File: config.mk
export PLATFORM = sky130hd
export DESIGN_NAME = key_debounce
export DESIGN_NICKNAME = d
export VERILOG_FILES = /design/src/rtl/key_debounce_pkg.sv /design/src/rtl/key_debounce_cell.sv /design/src/rtl/key_debounce.sv
export SDC_FILE = /design/constraint.sdc
export NUM_CORES = 1
export LEC_CHECK = 0
export ABC_CLOCK_PERIOD_IN_PS = 3200
export BUFFER_PORTS_ARGS = -buffer_cell sky130_fd_sc_hd__buf_2
export CAP_MARGIN = 20
export CORE_MARGIN = 1.5
export CORE_UTILIZATION = 50
export CTS_BUF_LIST = sky130_fd_sc_hd__clkbuf_4 sky130_fd_sc_hd__clkbuf_8
export DETAILED_ROUTE_END_ITERATION = 6
export GPL_TIMING_DRIVEN = 0
export PLACE_DENSITY_LB_ADDON = 0.25
export SLEW_MARGIN = 20
export SYNTH_ARGS = -nofsm -noshare
export SYNTH_HDL_FRONTEND = slang
export SYNTH_SLANG_ARGS = --single-unit
File: constraint.sdc
create_clock -name clk -period 3.2 [get_ports clk]
set_input_delay 0.32 -clock clk [delete_from_list [all_inputs] [get_ports clk]]
set_output_delay 0.32 -clock clk [all_outputs]
set_load 0.005 [all_outputs]
File: src/rtl/key_debounce_pkg.sv
// Shared defaults and polarity helper for the user-key input conditioning path.
package key_debounce_pkg;

  localparam int KEY_N_DEFAULT        = 8;
  localparam int KEY_DEBOUNCE_DEFAULT = 1000000;
  localparam int KEY_CNT_W_DEFAULT    = 20;

  // Level a key rests at when nobody touches it.
  function automatic logic key_idle_level(input int active_low);
    return (active_low != 0);
  endfunction

  localparam logic KEY_IDLE_LEVEL = key_idle_level(1);

endpackage

File: src/rtl/key_debounce_cell.sv
// One key channel: two-flop synchronizer, stability counter, accepted level,
// press/release pulses and a sticky press flag.
module key_debounce_cell
  import key_debounce_pkg::*;
#(
  parameter int DEBOUNCE_CYCLES = KEY_DEBOUNCE_DEFAULT,
  parameter int CNT_W           = KEY_CNT_W_DEFAULT,
  parameter int ACTIVE_LOW      = 1
) (
  input  logic clk,
  input  logic sys_rstn,
  input  logic key_raw,
  input  logic flag_clr,
  output logic user_key,
  output logic press_pulse,
  output logic release_pulse,
  output logic press_flag
);

  localparam logic             IDLE     = key_idle_level(ACTIVE_LOW);
  localparam logic [CNT_W-1:0] CNT_LAST = CNT_W'(DEBOUNCE_CYCLES - 1);

  logic             sync1_reg;
  logic             sync2_reg;
  logic             level_reg;
  logic             level_next;
  logic [CNT_W-1:0] cnt_reg;
  logic [CNT_W-1:0] cnt_next;
  logic             press_pulse_reg;
  logic             press_pulse_next;
  logic             release_pulse_reg;
  logic             release_pulse_next;
  logic             press_flag_reg;
  logic             press_flag_next;
  logic             accept;

  always_ff @(posedge clk or negedge sys_rstn) begin
    if (!sys_rstn) begin
      sync1_reg         <= IDLE;
      sync2_reg         <= IDLE;
      level_reg         <= IDLE;
      cnt_reg           <= '0;
      press_pulse_reg   <= 1'b0;
      release_pulse_reg <= 1'b0;
      press_flag_reg    <= 1'b0;
    end else begin
      sync1_reg         <= key_raw;
      sync2_reg         <= sync1_reg;
      level_reg         <= level_next;
      cnt_reg           <= cnt_next;
      press_pulse_reg   <= press_pulse_next;
      release_pulse_reg <= release_pulse_next;
      press_flag_reg    <= press_flag_next;
    end
  end

  always_comb begin
    level_next = level_reg;
    cnt_next   = '0;
    accept     = 1'b0;
    // Any cycle where the synchronized input matches the accepted level restarts the count.
    if (sync2_reg != level_reg) begin
      if (cnt_reg == CNT_LAST) begin
        accept     = 1'b1;
        level_next = sync2_reg;
      end else begin
        cnt_next = cnt_reg + CNT_W'(1);
      end
    end
    press_pulse_next   = accept && (sync2_reg != IDLE);
    release_pulse_next = accept && (sync2_reg == IDLE);
    // A press registered this cycle outranks a clear so no press is lost.
    press_flag_next    = press_pulse_reg | (press_flag_reg & ~flag_clr);
  end

  assign user_key      = level_reg;
  assign press_pulse   = press_pulse_reg;
  assign release_pulse = release_pulse_reg;
  assign press_flag    = press_flag_reg;

endmodule

File: src/rtl/key_debounce.sv
// Board push-button conditioning: N_KEYS independent synchronize+debounce channels
// feeding the user-key register, plus press/release pulses and sticky press flags.
module key_debounce
  import key_debounce_pkg::*;
#(
  parameter int N_KEYS          = KEY_N_DEFAULT,
  parameter int DEBOUNCE_CYCLES = KEY_DEBOUNCE_DEFAULT,
  parameter int CNT_W           = KEY_CNT_W_DEFAULT,
  parameter int ACTIVE_LOW      = 1
) (
  input  logic              clk,
  input  logic              sys_rstn,
  input  logic [N_KEYS-1:0] key_raw,
  input  logic [N_KEYS-1:0] flag_clr,
  output logic [N_KEYS-1:0] user_key,
  output logic [N_KEYS-1:0] press_pulse,
  output logic [N_KEYS-1:0] release_pulse,
  output logic [N_KEYS-1:0] press_flag
);

  genvar gi;
  generate
    for (gi = 0; gi < N_KEYS; gi++) begin : g_key
      key_debounce_cell #(
        .DEBOUNCE_CYCLES (DEBOUNCE_CYCLES),
        .CNT_W           (CNT_W),
        .ACTIVE_LOW      (ACTIVE_LOW)
      ) u_cell (
        .clk           (clk),
        .sys_rstn      (sys_rstn),
        .key_raw       (key_raw[gi]),
        .flag_clr      (flag_clr[gi]),
        .user_key      (user_key[gi]),
        .press_pulse   (press_pulse[gi]),
        .release_pulse (release_pulse[gi]),
        .press_flag    (press_flag[gi])
      );
    end
  endgenerate

endmodule
==> metrics list <==
- Internal power consumption: 4.272 mW
- The congestion estimate from routability-driven global placement came to 0.7813.
- Buffers inserted during clock tree synthesis total 37.
- From left edge to right edge, the die measures 143.6 um.
* Synthesized area divided by synthesized cell count: between 10 and 15 um^2
* Clk buf depth: 3
- The synthesized design contains roughly 210 register bits.
- Congestion Overflow GR: 0
- The first routing iteration left 315 violations.
- In the post-synthesis netlist, the cell with the most instances is dfrtp_1.
- In the final design database the tool counted 1,085 nets.
* HPWL after detailed placement: 11,940 um
- Final hold viol count: 0
- Placeable core area: between 0.015 and 0.02 mm^2
- Counting instances in the post-synthesis netlist gives the leading cell types as dfrtp_1, nor2_1, xnor2_1.
* Post-synthesis net count: a little under 1,000
* Synthesized-area fraction occupied by ao, oa, aoi and oai cells: 0.06343
- For this design the static power due to leakage is 4.869 nW.
- Main combinational cell family by area after synthesis: simple AND/OR/NAND/NOR gates
- Dominant register cell in the synthesized netlist: dfrtp_1
- Clock transition time at the flip-flop clock pins of the worst setup and hold paths: 0.06 ns
* TNS Setup: 0 ns
- Area growth from synthesis to layout: 15.51%
- At the pin with the least slew margin, the transition time is 0.7742 ns.
- Launching instance or port of the critical path: g_key[0].u_cell.cnt_reg[0]
* Worst reg2reg startpoint: g_key[0].u_cell.cnt_reg[0]
- Of the cells placed in the final design, the portion with a size suffix greater than 1 is 0.1886.
- N_diodes: 0
- Number of flops mapped to enable cells by yosys: 0
* Crit Reg-Reg Endpoint: g_key[0].u_cell.cnt_reg[11]
- The worst register-to-register path has a setup slack of about 0.84 ns.
- Of all flip-flops after synthesis, the portion carrying an async set or reset was 1.000.
* Via-per-instance ratio: 5.290
- In this run the power density over the cells is 478.2 mW/mm^2.
- Number of flip-flops in the largest register: 160
* Vias: slightly above 7,000
- Maximum VDD drop: 0.3063 mV
- Clock tree synthesis found a total of 208 sinks.
- The run finished with clean final reports.
- Measured against the total synthesized area, the mux share comes to 0.01190.
* Total standard cell area after synthesis: slightly below 0.01 mm^2
* Tmin final: about 2.4 ns
* Die Area: about 0.021 mm^2
- Share of the synthesized netlist area taken by xor and xnor gates: 0.09572
- Critical path arrival: 2.73 ns
- Of the total synthesized cell area, the portion taken by full adders, half adders and majority gates is 0.01013.
- Basic-gate share of the synthesized area counting and, or, nand and nor cells: 0.2431
- In this run the power spent charging and discharging nets is approximately 1.2 mW.
- The tightest min-delay check is of the primary input to register type.
- The number of antenna violations at the first check in global routing came to 0.
- Clk_skew: around 0.024 ns
* Clock tree root buffer cell: clkbuf_8
- Based on the critical path, the design can be clocked at up to roughly 420 MHz.
- Insertion delay to the later sink of the worst-skew pair: ~0.53 ns
* Share of the cycle needed by the critical path after routing: 0.7365
- Initial standard-cell utilization of the core: 0.5094
- The critical path ends at g_key[0].u_cell.cnt_reg[11].
* Fin. max-slew vios: 0
- PortBufs: 49
- Kind of launch point of the worst setup path: register
- After detailed routing, the total wire length is 18,050 um.
- The multi-input combinational cells in the finished layout cover a total of 0.004193 mm^2.
- Num ports: 50
- Number of synthesis warnings: 0
* Instance count of the mapped netlist: 960
* Filler Cells Inserted: roughly 1,700
* Setup violations, final: 0
- After synthesis, the cell types taking the most area are dfrtp_1, dfstp_2, xnor2_1, nor2_1, xor2_1.
- Clock tree from TritonCTS: built
* Setup crit end kind: register
* Total global routing track utilization: 0.1830
* Setup repair after global routing missed its margin: false
- Of the total power, the clock network draws 0.472.
* Total power after layout: 5.458 mW
* Worst Path Class, Setup: register to register
* Fraction of power consumed by combinational cells: 0.032
- Required time of the critical path: 3.57 ns
- After detailed routing, the average wire length per cell comes to 13.35 um.
- Number of max-cap violations: 0
- The sequential cells in the finished layout cover a total of 0.005235 mm^2.
- After floorplanning, the core was divided into 51 placement rows.
- Along the worst path, the maximum fanout reaches 10.
- Antenna-violating nets left: 0
- After synthesis, the netlist uses 47 different library cells.
* Worst slew margin: 0.4808
- Pin count of the biggest net entering global routing: 99
- Die height: 143.6 um
* Number of optimization iterations in the first detailed-route pass: 5
- Portion of synthesized cell area occupied by the leading cell type: 0.4659
- Sequential power share: 0.497
- The first global-routing pass estimated 31,150 um of wire.
- Reg2Reg Depth: 6
- dfrtp_1 takes more of the synthesized area than any other cell.
- After detailed routing, the number of remaining DRC violations is 0.
* Via count of the first global-routing pass: slightly below 7,000
- Switching portion of total power: 0.2172
- H-Tree Depth: 2
* Register area share after synthesis: 0.5298
kinds of logic (layout without fill, tap and decap cells):
| family | Yosys count | count (layout) |
|---|---|---|
| buffers and inverters | 84 | 211 |
| AND/OR/NAND/NOR | 440 | 440 |
| adder cells (fa/ha/maj) | 8 | 8 |
| XOR/XNOR | 108 | 108 |
| AO/OA/AOI/OAI | 102 | 102 |
| multiplexers | 10 | 10 |
| flip-flops | 208 | 208 |
power groups by stage:
stage / Sequential [mW] / Clock, mW / Combinational [mW]
final: 2.71 / 2.57 / 0.173
after global routing: 2.71 / 2.80 / 0.201
after CTS: 2.71 / 2.67 / 0.181
after detailed placement: 2.75 / 0 / 0.172
after global placement: 2.75 / 0 / 0.157
after floorplan: 2.75 / 0 / 0.0742
how the worst min path moves through the flow:
stage | start | cells after the start | slack, ns | end
after floorplan | sys_rstn | 0 | 0.02 | g_key[0].u_cell.cnt_reg[0]
after global placement | g_key[7].u_cell.sync1_reg | 0 | 0.35 | g_key[7].u_cell.sync2_reg
after detailed placement | sys_rstn | 1 | 0.21 | g_key[3].u_cell.cnt_reg[0]
after CTS | flag_clr[5] | 3 | 0.04 | g_key[5].u_cell.press_flag
after global routing | flag_clr[3] | 3 | 0.07 | g_key[3].u_cell.press_flag
final | flag_clr[5] | 3 | 0.08 | g_key[5].u_cell.press_flag
per-layer routing:
metal / vias up / track usage / wire, um
met5: - / 0 / 0
met4: 0 / 0.05908 / 273
met3: 24 / 0.03799 / 650
met2: 93 / 0.3019 / 8507
met1: 3455 / 0.2420 / 8614
li1: 3580 / - / -
timing repair:
item	in CTS	in global routing
buffers inserted	0	0
hold buffers	9	0
resized for setup	0	0
hold endpoints to repair	40	0
cell type report:
cell class              instances  area share
flip-flops and latches        208      0.4586
multi-input cells             668      0.3673
clock buffers                  65     0.06906
repair buffers                 60     0.03508
plain buffers                  52     0.02927
well taps                     265     0.02905
inverters                      32     0.01052
clock inverters                 2    0.001096
stage by stage:
step / hold slack (ns) / setup WS (ns) / instances / util / area, um^2
after global placement: 0.3456 / -1.745 / 1274 / 0.5392 / 10460
after CTS: 0.04014 / 0.8173 / 1352 / 0.5884 / 11410
after global routing: 0.06515 / 0.5606 / 1352 / 0.5884 / 11410
after detailed placement: 0.2109 / 0.8275 / 1276 / 0.5425 / 10520
final: 0.07720 / 0.8431 / 1352 / 0.5884 / 11410
after floorplan: 0.02441 / 1.152 / 960 / - / 9882
cells in the final DEF, fill, tap and decap left out, types with 6 or more instances in the layout:
cell and n:
mux2_2 6, ha_1 8, nor3_1 21, xor2_1 43, dlygate4sd3_1 9, inv_1 32, o21ai_0 24, a21oi_1 43
and2_1 8, xnor2_1 65, clkbuf_8 48, nor3b_1 16, nor2_1 120, a21o_1 8, nand4_1 34, and4_1 7
clkbuf_1 15, dfstp_2 24, or3_1 29, nand2_1 44, dfrtp_1 184, buf_4 32, buf_2 51, nor4_1 24
nand3_1 54, and3_1 21, o31ai_1 17, nand4b_1 7, clkbuf_4 17, or4_1 28
worst max-delay path, cell delays in order, from the launching register on:
cell	delay (ns)
dfrtp_1	0.42
ha_1	0.24
and3_1	0.21
nand3_1	0.16
o31ai_2	0.66
clkbuf_1	0.42
nor2_1	0.10
Note: power is estimated with default switching activity, not from simulation.
